[config.mk]
export PLATFORM = sky130hd
export DESIGN_NAME = ddr2_mem_tester_flat
export DESIGN_NICKNAME = d
export VERILOG_FILES = /design/src/rtl/ddr2_mem_tester_if.sv /design/src/rtl/ddr2_mem_tester.sv /design/src/flat_wrapper.sv
export SDC_FILE = /design/constraint.sdc
export NUM_CORES = 1
export LEC_CHECK = 0
export ABC_AREA = 1
export CAP_MARGIN = 20
export CORE_AREA = 2 2 240 183
export CTS_BUF_LIST = sky130_fd_sc_hd__clkbuf_4 sky130_fd_sc_hd__clkbuf_8
export CTS_CLUSTER_DIAMETER = 150
export DETAILED_ROUTE_END_ITERATION = 6
export DIE_AREA = 0 0 242 185
export HOLD_SLACK_MARGIN = 0.02
export PLACE_DENSITY = 0.59
export SYNTH_ARGS = -nofsm -noshare
export SYNTH_HDL_FRONTEND = slang
export SYNTH_SLANG_ARGS = --single-unit
export TNS_END_PERCENT = 1
[constraint.sdc]
create_clock -name clk -period 2.75 [get_ports clk]
set_input_delay 0.825 -clock clk [delete_from_list [all_inputs] [get_ports clk]]
set_output_delay 0.825 -clock clk [all_outputs]
set_load 0.01 [all_outputs]
[src/rtl/ddr2_mem_tester_if.sv]
// rtl/ddr2_mem_tester_if.sv - local (Avalon-style) request/response port between tester and DDR2 controller
interface ddr2_mem_tester_if #(
  parameter int ADDR_W = 26,
  parameter int DATA_W = 128
);
  logic              local_init_done;
  logic              local_ready;
  logic [DATA_W-1:0] local_rdata;
  logic              local_rdata_valid;
  logic [ADDR_W-1:0] local_address;
  logic              local_write_req;
  logic              local_read_req;
  logic              local_burstbegin;
  logic [DATA_W-1:0] local_wdata;

  modport master (
    input  local_init_done, local_ready, local_rdata, local_rdata_valid,
    output local_address, local_write_req, local_read_req, local_burstbegin, local_wdata
  );

  modport slave (
    output local_init_done, local_ready, local_rdata, local_rdata_valid,
    input  local_address, local_write_req, local_read_req, local_burstbegin, local_wdata
  );
endinterface

[src/rtl/ddr2_mem_tester.sv]
// rtl/ddr2_mem_tester.sv - DDR2 local-port traffic generator with in-order read-back checker
// Writes an address/seed pattern over a window, reads it back, counts mismatches, repeats per pass.
module ddr2_mem_tester #(
  parameter int ADDR_W     = 26,
  parameter int DATA_W     = 128,
  parameter int BASE_ADDR  = 0,
  parameter int NUM_WORDS  = 1024,
  parameter int MAX_OUTST  = 8,
  parameter int TIMEOUT    = 4096,
  parameter int NUM_PASSES = 0
) (
  input  logic              clk,
  input  logic              rst_n,
  ddr2_mem_tester_if.master bus,
  output logic              led_o,
  output logic              err_flag_o,
  output logic [15:0]       err_count_o,
  output logic [ADDR_W-1:0] err_addr_o,
  output logic [15:0]       pass_count_o
);
  localparam int LANES = DATA_W / 32;
  localparam int OW    = $clog2(MAX_OUTST + 1);
  localparam int WW    = $clog2(TIMEOUT + 1);
  localparam logic [ADDR_W-1:0] BASE    = ADDR_W'(BASE_ADDR);
  localparam logic [ADDR_W-1:0] LAST    = ADDR_W'(NUM_WORDS - 1);
  localparam logic [OW-1:0]     OUT_MAX = OW'(MAX_OUTST);
  localparam logic [WW-1:0]     WD_MAX  = WW'(TIMEOUT);
  localparam logic [15:0]       PASSES  = 16'(NUM_PASSES);

  typedef enum logic [2:0] {
    S_IDLE, S_WRITE, S_READ, S_DRAIN, S_NEXT, S_DONE, S_FAIL
  } state_e;

  state_e            state_q, state_d;
  logic [ADDR_W-1:0] i_q, i_d, j_q, j_d, addr_q, addr_d, eaddr_q, eaddr_d;
  logic [DATA_W-1:0] wdata_q, wdata_d;
  logic              wr_q, wr_d, rd_q, rd_d, bb_q, bb_d;
  logic              led_q, led_d, errf_q, errf_d;
  logic [15:0]       errc_q, errc_d, pass_q, pass_d;
  logic [7:0]        p_q, p_d;
  logic [OW-1:0]     outst_q, outst_d;
  logic [WW-1:0]     wd_q, wd_d;
  logic              acc_w, acc_r, held, rvalid, spurious, timeout, mismatch;

  function automatic logic [DATA_W-1:0] pattern(input logic [ADDR_W-1:0] addr, input logic [7:0] seed);
    logic [DATA_W-1:0] r;
    r = '0;
    for (int k = 0; k < LANES; k++)
      r[k*32 +: 32] = 32'(addr) ^ {4{seed}} ^ (32'(k) * 32'h9E3779B9);
    return r;
  endfunction

  assign acc_w    = wr_q & bus.local_ready;
  assign acc_r    = rd_q & bus.local_ready;
  assign held     = (wr_q | rd_q) & ~bus.local_ready;
  assign rvalid   = bus.local_rdata_valid;
  assign spurious = rvalid & (outst_q == '0);

  // A spurious response never decrements the count; accept and return together cancel.
  always_comb begin
    outst_d = outst_q;
    if (acc_r && !(rvalid && !spurious))
      outst_d = outst_q + 1'b1;
    else if (!acc_r && rvalid && !spurious)
      outst_d = outst_q - 1'b1;
  end

  assign wd_d    = (rvalid || outst_q == '0 || state_q == S_FAIL) ? '0 : wd_q + 1'b1;
  assign timeout = (wd_d == WD_MAX);

  always_ff @(posedge clk or negedge rst_n) begin
    if (!rst_n) state_q <= S_IDLE;
    else        state_q <= state_d;
  end

  always_comb begin
    state_d = state_q;
    i_d     = i_q;
    case (state_q)
      S_IDLE: begin
        if (bus.local_init_done) state_d = S_WRITE;
        i_d = '0;
      end
      S_WRITE: if (acc_w) begin
        if (i_q == LAST) begin
          state_d = S_READ;
          i_d     = '0;
        end else begin
          i_d = i_q + 1'b1;
        end
      end
      S_READ: if (acc_r) begin
        if (i_q == LAST) state_d = S_DRAIN;
        else             i_d     = i_q + 1'b1;
      end
      S_DRAIN: if (outst_q == '0) state_d = S_NEXT;
      S_NEXT: begin
        i_d     = '0;
        state_d = (PASSES != 16'd0 && pass_q + 16'd1 == PASSES) ? S_DONE : S_WRITE;
      end
      default: ;
    endcase
    if (timeout) state_d = S_FAIL;
  end

  // Request outputs are registered: next values come from the upcoming state and index.
  always_comb begin
    wr_d    = 1'b0;
    rd_d    = 1'b0;
    bb_d    = 1'b0;
    addr_d  = addr_q;
    wdata_d = wdata_q;
    p_d     = p_q;
    pass_d  = pass_q;
    if (state_q == S_NEXT) begin
      p_d    = p_q + 8'd1;
      pass_d = pass_q + 16'd1;
    end
    if (state_d == S_WRITE) begin
      wr_d = 1'b1;
      if (!held) begin
        bb_d    = 1'b1;
        addr_d  = BASE + i_d;
        wdata_d = pattern(BASE + i_d, p_d);
      end
    end else if (state_d == S_READ) begin
      if (held) begin
        rd_d = 1'b1;
      end else if (outst_d < OUT_MAX) begin
        rd_d   = 1'b1;
        bb_d   = 1'b1;
        addr_d = BASE + i_d;
      end
    end

    j_d      = j_q;
    errc_d   = errc_q;
    errf_d   = errf_q;
    eaddr_d  = eaddr_q;
    mismatch = 1'b0;
    if (state_q == S_WRITE && state_d == S_READ) j_d = '0;
    if (rvalid) begin
      if (spurious) begin
        mismatch = 1'b1;
      end else begin
        mismatch = (bus.local_rdata != pattern(BASE + j_q, p_q));
        j_d      = j_q + 1'b1;
      end
    end
    if (mismatch) begin
      if (errc_q != 16'hFFFF) errc_d = errc_q + 16'd1;
      errf_d = 1'b1;
      if (!errf_q) eaddr_d = BASE + j_q;
    end
    if (timeout) errf_d = 1'b1;

    led_d = led_q;
    if (state_q == S_NEXT && !errf_q) led_d = ~led_q;
    if (errf_d) led_d = 1'b0;
  end

  always_ff @(posedge clk or negedge rst_n) begin
    if (!rst_n) begin
      i_q <= '0; j_q <= '0; addr_q <= '0; eaddr_q <= '0; wdata_q <= '0;
      wr_q <= 1'b0; rd_q <= 1'b0; bb_q <= 1'b0; led_q <= 1'b0; errf_q <= 1'b0;
      errc_q <= '0; pass_q <= '0; p_q <= '0; outst_q <= '0; wd_q <= '0;
    end else begin
      i_q <= i_d; j_q <= j_d; addr_q <= addr_d; eaddr_q <= eaddr_d; wdata_q <= wdata_d;
      wr_q <= wr_d; rd_q <= rd_d; bb_q <= bb_d; led_q <= led_d; errf_q <= errf_d;
      errc_q <= errc_d; pass_q <= pass_d; p_q <= p_d; outst_q <= outst_d; wd_q <= wd_d;
    end
  end

  assign bus.local_address    = addr_q;
  assign bus.local_write_req  = wr_q;
  assign bus.local_read_req   = rd_q;
  assign bus.local_burstbegin = bb_q;
  assign bus.local_wdata      = wdata_q;
  assign led_o                = led_q;
  assign err_flag_o           = errf_q;
  assign err_count_o          = errc_q;
  assign err_addr_o           = eaddr_q;
  assign pass_count_o         = pass_q;
endmodule

[src/flat_wrapper.sv]
// flat-port wrapper written by rule: the top's interface ports become plain ports
module ddr2_mem_tester_flat 
#(
  parameter int ADDR_W     = 26,
  parameter int DATA_W     = 128,
  parameter int BASE_ADDR  = 0,
  parameter int NUM_WORDS  = 1024,
  parameter int MAX_OUTST  = 8,
  parameter int TIMEOUT    = 4096,
  parameter int NUM_PASSES = 0
)
  (clk, rst_n, led_o, err_flag_o, err_count_o, err_addr_o, pass_count_o, bus_local_init_done, bus_local_ready, bus_local_rdata, bus_local_rdata_valid, bus_local_address, bus_local_write_req, bus_local_read_req, bus_local_burstbegin, bus_local_wdata);
  ddr2_mem_tester_if #(.ADDR_W(ADDR_W), .DATA_W(DATA_W)) bus_i ();
  input  logic clk;
  input  logic rst_n;
  output logic led_o;
  output logic err_flag_o;
  output logic [15:0] err_count_o;
  output logic [ADDR_W-1:0] err_addr_o;
  output logic [15:0] pass_count_o;
  input wire logic [$bits(bus_i.local_init_done)-1:0] bus_local_init_done;
  input wire logic [$bits(bus_i.local_ready)-1:0] bus_local_ready;
  input wire logic [$bits(bus_i.local_rdata)-1:0] bus_local_rdata;
  input wire logic [$bits(bus_i.local_rdata_valid)-1:0] bus_local_rdata_valid;
  output wire logic [$bits(bus_i.local_address)-1:0] bus_local_address;
  output wire logic [$bits(bus_i.local_write_req)-1:0] bus_local_write_req;
  output wire logic [$bits(bus_i.local_read_req)-1:0] bus_local_read_req;
  output wire logic [$bits(bus_i.local_burstbegin)-1:0] bus_local_burstbegin;
  output wire logic [$bits(bus_i.local_wdata)-1:0] bus_local_wdata;
  assign bus_i.local_init_done = bus_local_init_done;
  assign bus_i.local_ready = bus_local_ready;
  assign bus_i.local_rdata = bus_local_rdata;
  assign bus_i.local_rdata_valid = bus_local_rdata_valid;
  assign bus_local_address = bus_i.local_address;
  assign bus_local_write_req = bus_i.local_write_req;
  assign bus_local_read_req = bus_i.local_read_req;
  assign bus_local_burstbegin = bus_i.local_burstbegin;
  assign bus_local_wdata = bus_i.local_wdata;
  ddr2_mem_tester #(.ADDR_W(ADDR_W), .DATA_W(DATA_W), .BASE_ADDR(BASE_ADDR), .NUM_WORDS(NUM_WORDS), .MAX_OUTST(MAX_OUTST), .TIMEOUT(TIMEOUT), .NUM_PASSES(NUM_PASSES)) u_core (.clk(clk), .rst_n(rst_n), .bus(bus_i), .led_o(led_o), .err_flag_o(err_flag_o), .err_count_o(err_count_o), .err_addr_o(err_addr_o), .pass_count_o(pass_count_o));
endmodule
==> results of run 1 <==
==> power by group through the flow <==
stage	Clock, W	Combinational [W]	Sequential, W
2_1_floorplan	0	0.00249	0.00476
3_3_place_gp	0	0.00494	0.00475
3_5_place_dp	0	0.00499	0.00476
4_1_cts	0.00342	0.00502	0.00472
5_1_grt	0.00359	0.00551	0.00482
6_report	0.00334	0.00507	0.00473
==> worst max-delay path by stage <==
stage               cells past startpoint  slack [ps]                                       end
floorplan                              12         210   u_core.bus.local_wdata[126]$_DFFE_PN0P_
global placement                       13        -300   u_core.bus.local_address[2]$_DFFE_PN0P_
detailed placement                     13        -370   u_core.bus.local_address[2]$_DFFE_PN0P_
CTS                                    16          40     u_core.bus.local_wdata[8]$_DFFE_PN0P_
global route                           17         -20  u_core.bus.local_address[20]$_DFFE_PN0P_
finish                                 14         100         u_core.err_count_o[9]$_DFFE_PN0P_
==> worst max-delay path, cell delays in order, from the launching register on <==
cell and delay [ps]:
dfrtp_1 510, buf_4 240, nand2_1 70, nand2_1 200, xor2_1 160, nand2_1 70, nor3b_1 230, nand2_1 90
nor2_1 140, nand2_1 70, nor2_1 120, nand2_2 180, buf_4 270, nand4_1 100, nand2_1 60
==> layer usage <==
layer / up-vias / track usage
met2: 560 / 0.375
met1: 6986 / 0.333
met4: 2 / 0.0714
met5: - / 0
li1: 7270 / -
met3: 90 / 0.0475
==> per-stage QoR <==
step / setup TNS, ps / cell area [µm²] / setup slack (ps)
4_1_cts: 0 / 20200 / 42.3
5_1_grt: -23.3 / 20300 / -18.3
3_5_place_dp: -38210 / 19300 / -368
2_1_floorplan: 0 / 14700 / 213
6_report: 0 / 20300 / 101
3_3_place_gp: -32990 / 19300 / -302
==> sequential cells by signal (all words and copies together), names as in the netlist <==
signal                       cells
u_core.bus.local_wdata          62
u_core.bus.local_address        26
u_core.err_addr_o               26
u_core.i_q                      26
u_core.j_q                      26
u_core.err_count_o              16
u_core.pass_count_o             16
u_core.wd_q                     13
u_core.p_q                       8
u_core.outst_q                   4
u_core.state_q                   3
u_core.bus.local_burstbegin      1
u_core.bus.local_read_req        1
u_core.bus.local_write_req       1
u_core.err_flag_o                1
u_core.led_o                     1
==> cells by family (layout without fill, tap and decap cells) <==
family / count (synthesis) / in the layout / share of synthesized area
other: 0 / 3 / 0
DFF: 231 / 231 / 0.393
and+or+nand+nor: 1137 / 1137 / 0.339
buffers and inverters: 340 / 776 / 0.112
adders and majority gates: 10 / 10 / 0.00851
xor gates and xnor gates: 123 / 123 / 0.0748
AOI/OAI and AO/OA: 181 / 181 / 0.0727
==> placed cells by master (no fill, tap or decap), drive strengths merged, types with 2 or more instances in the layout <==
master	instances
nand2	717
clkdlybuf4s50	347
dfrtp	231
inv	209
nand3	158
buf	149
nor2	123
o21ai	93
nand4	81
xor2	70
clkbuf	63
xnor2	53
nor3	43
a21oi	38
o211ai	25
o22ai	13
ha	10
or2	6
clkinv	6
nand3b	4
diode	3
nor4	3
o2bb2ai	3
o2111ai	3
o31ai	2
clkinvlp	2
==> cell type report <==
type                    instances  share of cell area
multi-input cells            1451               0.362
flip-flops and latches        231               0.285
repair buffers                498               0.238
inverters                     210              0.0389
clock buffers                  61              0.0379
well taps                     578              0.0356
clock inverters                 7             0.00234
diodes                          3            0.000370
==> what timing repair did <==
item,in CTS,in global routing
resized for setup,0,22
setup buffers,0,0
setup endpoints to repair,0,140
==> out/metrics.cfg, run 1 <==
[die]
start_util=0.345
ios=350
row_count=66
dieArea_mm2=0.0448
coreArea_mm2=0.0426
die_w_um=242
die_h_um=185

[logic_synthesis]
synth_edf_count=0
synth.distinct_cells=46
syn_area_mm2=0.0147
synthTopCellsByCount=nand2_1 (697), dfrtp_1 (231), inv_1 (202), nand3_1 (149), nor2_1 (111)
avgSynthCellArea_um2=7.27
yosysMostFrequentCell=nand2_1
netlist.area_leader.share=0.393
yosysWarningCount=0
yosys-top-cells-area=dfrtp_1 (39%), nand2_1 (18%), inv_1 (5.2%)
ys_ff_latch=231
syn-instance-count=2022
yosysTopAreaCell=dfrtp_1
synth-async-reset-ratio=1.00
syn-num-nets=2165
ys.flop_type=dfrtp_1
ys_seq_area_frac=0.393

[final_layout]
utilization=0.477
register_area_mm2=0.00578
areaGrowthSynthToFinish_pct=38.1
nets=2577
fillers=4298
drive_gt1_frac=0.124
multi_input_area_mm2=0.00735
stdcell_count=3039

[clocking]
cts_buffers=42
clock_latency_ps=570
clock_tree.root_cell=clkbuf_8
clk_transition_reported_paths_ps=70
ctsHoldBuffers=0
cts_max_level=2
cts_tree=done
cts_sinks=231
clk_path_buf_depth=3

[sta]
relSlewSlack=0.558
drv_slew=0
rsz0062_at_grt=true
tightest_slew_ps=654
fin_crit_ps=2650
hold_violations=0
skew_ps=21.7
finalCritPeriodShare=0.963
fin_hold_ws_ps=121
fmax_ghz=0.378
setup_violations=0

[pwr]
p_per_area_mw_per_mm2=647
netSwitchingFraction=0.369
combinationalPowerShare=0.386
total_power_w=0.0131
p_int_w=0.00829
pwr-share-seq=0.360
ir_drop_mv=0.505
p_clk_frac=0.254
p_leak_nw=9.73
p_switching_w=0.00485

[routing]
drt-met1-wl_um=25400
wl_um=55100
drtIter0Drc=1109
drt-wirelength-per-cell_um=18.1
ant_nets=0
wl_met2_um=24200
top_layer_used=met5
via_per_inst=4.91
dr.pass1.iters=7
vias=14900
drc=0
wl_met3_um=3950

[worst_hold_path]
hold_path.class=in2async

[setup_path]
worst_ep_required_time_ps=3200
crit_path_start_kind=flip-flop
r2r-end=u_core.err_count_o[9]$_DFFE_PN0P_
cp_max_fo=21
r2r-start=u_core.p_q[6]$_DFF_PN0_
setup.worst_path.start=u_core.p_q[6]$_DFF_PN0_
end_kind=flip-flop
rr_worst_depth=14
r2r_slack_ps=100
critPathKind=reg2reg
arrival_ps=3100

[placement]
place_hpwl_um=42000
placedCellCount=2966
io_buffers=349
routabilityCongestion=0.973

[grt]
first_global_vias=14100
grt_overflow=0
grt.total_usage=0.239
grt_pass1_wl_um=83300
antenna_found_initial=4
grt_max_degree=71

[flow_run]
cap_violations=0

[status]
outcome=finished, final reports clean

Note: power is estimated with default switching activity, not from simulation.
==> inputs of run 2 (changes only) <==
SLEW_MARGIN = 20   (was unset)
==> results of run 2 <==
No change in the layout: final DEF, timing and power equal those of run 1.
==> inputs of run 3 (changes only) <==
CORE_AREA = 10 10 248 191   (was 2 2 240 183)
DIE_AREA = 0 0 258 201   (was 0 0 242 185)
PLACE_DENSITY = unset   (was 0.59)
==> run 3 against run 2 <==
Against the previous run:
- critical path depth increased by 3
- maximum frequency up 2.6%
- non-clock buffer count fell by 14
- worst setup slack better by 67 ps
- design area is 0.28% lower
- combinational power barely moved
- clock power up 6.6%
- worst hold slack improved by 90 ps
- sequential power about the same
- largest cell class unchanged
- routed wire length grew 4.0%
- core utilization fell by 0.23 points
==> out/metrics.cfg, run 3 (synthesized netlist as in run 1, its figures left out) <==
[die]
ios=350  ; unchanged
dieArea_mm2=0.0519  ; was 0.0448 mm²
row_count=66  ; unchanged
die_h_um=201  ; was 185 µm
die_w_um=258  ; was 242 µm
coreArea_mm2=0.0427  ; was 0.0426 mm²
start_util=0.344  ; was 0.345

[placement]
placed_area_mm2=0.0192  ; was 0.0193 mm²
routabilityCongestion=0.985  ; was 0.973
io_buffers=349  ; unchanged
place_hpwl_um=45000  ; was 42,000 µm

[pwr]
ir_drop_mv=0.430  ; was 0.505 mV
p_leak_nw=9.70  ; was 9.73 nW
p_per_area_mw_per_mm2=660  ; was 647 mW/mm²

[final_layout]
most-common-layout-cells=nand2_1 (694), clkdlybuf4s50_1 (347), dfrtp_1 (228)  ; was nand2_1 (694), clkdlybuf4s50_1 (347), dfrtp_1 (229)
areaGrowthSynthToFinish_pct=37.7  ; was 38.1%
drive_gt1_frac=0.123  ; was 0.124
utilization=0.474  ; was 0.477
final_area_mm2=0.0203  ; about the same
nets=2561  ; was 2,577
largest_register_ffs=62  ; unchanged
fillers=4230  ; was 4,298
layout_commonest_cell=nand2_1  ; unchanged

[sta]
finalCritPeriodShare=0.939  ; was 0.963
skew_ps=35.3  ; was 21.7 ps
fmax_ghz=0.387  ; was 0.378 GHz
rsz0062_at_grt=true  ; unchanged
fin_crit_ps=2580  ; was 2650 ps
relSlewSlack=0.614  ; was 0.558
hold_violations=0  ; unchanged
setup_violations=0  ; unchanged
drv_slew=0  ; unchanged
tightest_slew_ps=578  ; was 654 ps
fin_tns_setup_ps=0  ; unchanged

[clocking]
ctsHoldBuffers=0  ; unchanged
clock_latency_ps=570  ; about the same
clk_transition_reported_paths_ps=60  ; was 70 ps
cts_sinks=231  ; unchanged
cts_max_level=2  ; unchanged
clock_tree.root_cell=clkbuf_8  ; unchanged
clk_path_buf_depth=3  ; unchanged
cts_tree=done  ; unchanged
cts_buffers=40  ; was 42

[setup_path]
cp_max_fo=23  ; was 21
r2r_slack_ps=170  ; was 100 ps
critPathKind=reg2reg  ; unchanged
cpPeakStageDelay_ps=410  ; was 510 ps
end_kind=flip-flop  ; unchanged
path_cells=inv_1, ha_2, nand3_4, nand3_2, buf_4, nor2_1, nor3_2, nand2_1, nor2_4, nor2_8, nand2_4, nor2_8, nand2_8, nand2_4, buf_12, nand2_1, nand2_1  ; was buf_4, nand2_1, nand2_1, xor2_1, nand2_1, nor3b_1, nand2_1, nor2_1, nand2_1, nor2_1, nand2_2, buf_4, nand4_1, nand2_1
r2r-start=u_core.outst_q[0]$_DFFE_PN0P_  ; was u_core.p_q[6]$_DFF_PN0_
critical_path.most_common_cell=nand2_1  ; unchanged
rr_worst_depth=17  ; was 14
worst_ep_required_time_ps=3200  ; about the same
slowest_stage=dfrtp_1  ; unchanged
r2r-end=u_core.bus.local_address[22]$_DFFE_PN0P_  ; was u_core.err_count_o[9]$_DFFE_PN0P_
arrival_ps=3030  ; was 3100 ps
crit_path_start_kind=flip-flop  ; unchanged

[grt]
grt_pass1_wl_um=88800  ; was 83,300 µm
antenna_found_initial=3  ; was 4
first_global_vias=14700  ; was 14.1k
grt_overflow=0  ; unchanged
grt.total_usage=0.216  ; was 0.239
grt_max_degree=65  ; was 71

[status]
outcome=finished, final reports clean  ; unchanged

[routing]
drc=0  ; unchanged
drtIter0Drc=1135  ; was 1,109
wl_um=57400  ; was 55,100 µm
vias=14900  ; about the same
ant_nets=0  ; unchanged
dr.pass1.iters=5  ; was 7
drt-wirelength-per-cell_um=18.9  ; was 18.1 µm
via_per_inst=4.91  ; about the same

[worst_hold_path]
hold_path.class=in2async  ; unchanged

[flow_run]
cap_violations=0  ; unchanged

==> run 3: cell count changes in the layout (fill, tap and decap cells not counted), sizes merged <==
cell      delta
buf         -12
bufinv       +3
clkinv       +2
clkbuf       -1
clkinvlp     -1
inv          -1
==> run 3: worst max path at each step <==
stage	endpoint	from	slack, ps	depth (start not counted)
6_report	u_core.bus.local_address[22]$_DFFE_PN0P_	u_core.outst_q[0]$_DFFE_PN0P_	170	17
5_1_grt	u_core.j_q[25]$_DFF_PN0_	u_core.outst_q[0]$_DFFE_PN0P_	-50	15
4_1_cts	u_core.j_q[1]$_DFF_PN0_	u_core.i_q[0]$_DFF_PN0_	30	14
3_5_place_dp	u_core.bus.local_wdata[64]$_DFFE_PN0P_	bus_local_ready	-430	10
3_3_place_gp	u_core.bus.local_wdata[64]$_DFFE_PN0P_	bus_local_ready	-390	10
2_1_floorplan	u_core.bus.local_wdata[126]$_DFFE_PN0P_	bus_local_ready	210	12
==> run 3: repair_timing <==
| item | 4_1_cts | 5_1_grt |
|---|---|---|
| setup buffers | 0 | 1 |
| resized for setup | 1 | 27 |
| endpoints found under the setup margin | 2 | 156 |
==> run 3: report_power, final <==
group | switching [W] | internal (W)
registers | 0.000690 | 0.00403
logic | 0.00264 | 0.00244
clock network | 0.00150 | 0.00206
==> run 3: final cells by class <==
type,count,area (µm²),area share
sequential,231,5780,0.286
inverter,210,791,0.0390
tap,578,723,0.0357
clock inverter,10,135,0.00667
multi-input combinational,1451,7380,0.364
antenna,3,7.51,0.000371
timing repair buffer,484,4670,0.231
clock buffer,62,766,0.0378
==> run 3: metal layers <==
layer | global-route usage | vias to the layer above | part of all wire
met1 | 0.283 | 7043 | 0.44
met3 | 0.0487 | 77 | 0.075
met5 | 0 | - | 0
met2 | 0.349 | 500 | 0.46
li1 | - | 7245 | -
met4 | 0.0642 | 0 | 0.026
==> run 3: worst max-delay path: cells and delay by family, from the launching register on <==
family	cells	cell delay, ps
AND/OR/NAND/NOR	13	1390
buffers and inverters	3	440
flip-flops	1	410
adder cells (fa/ha/maj)	1	210
==> run 3: metrics by stage <==
stage | hold WS [ps] | setup WS (ps) | total power, W | std cells
final | 211 | 168 | 0.0134 | 3029
after global routing | 212 | -45.4 | 0.0142 | 3028
after CTS | 214 | 27.6 | 0.0135 | 3025
after detailed placement | 463 | -426 | 0.00980 | 2953
after global placement | 461 | -388 | 0.00976 | 2953
after floorplan | 462 | 213 | 0.00726 | 2022
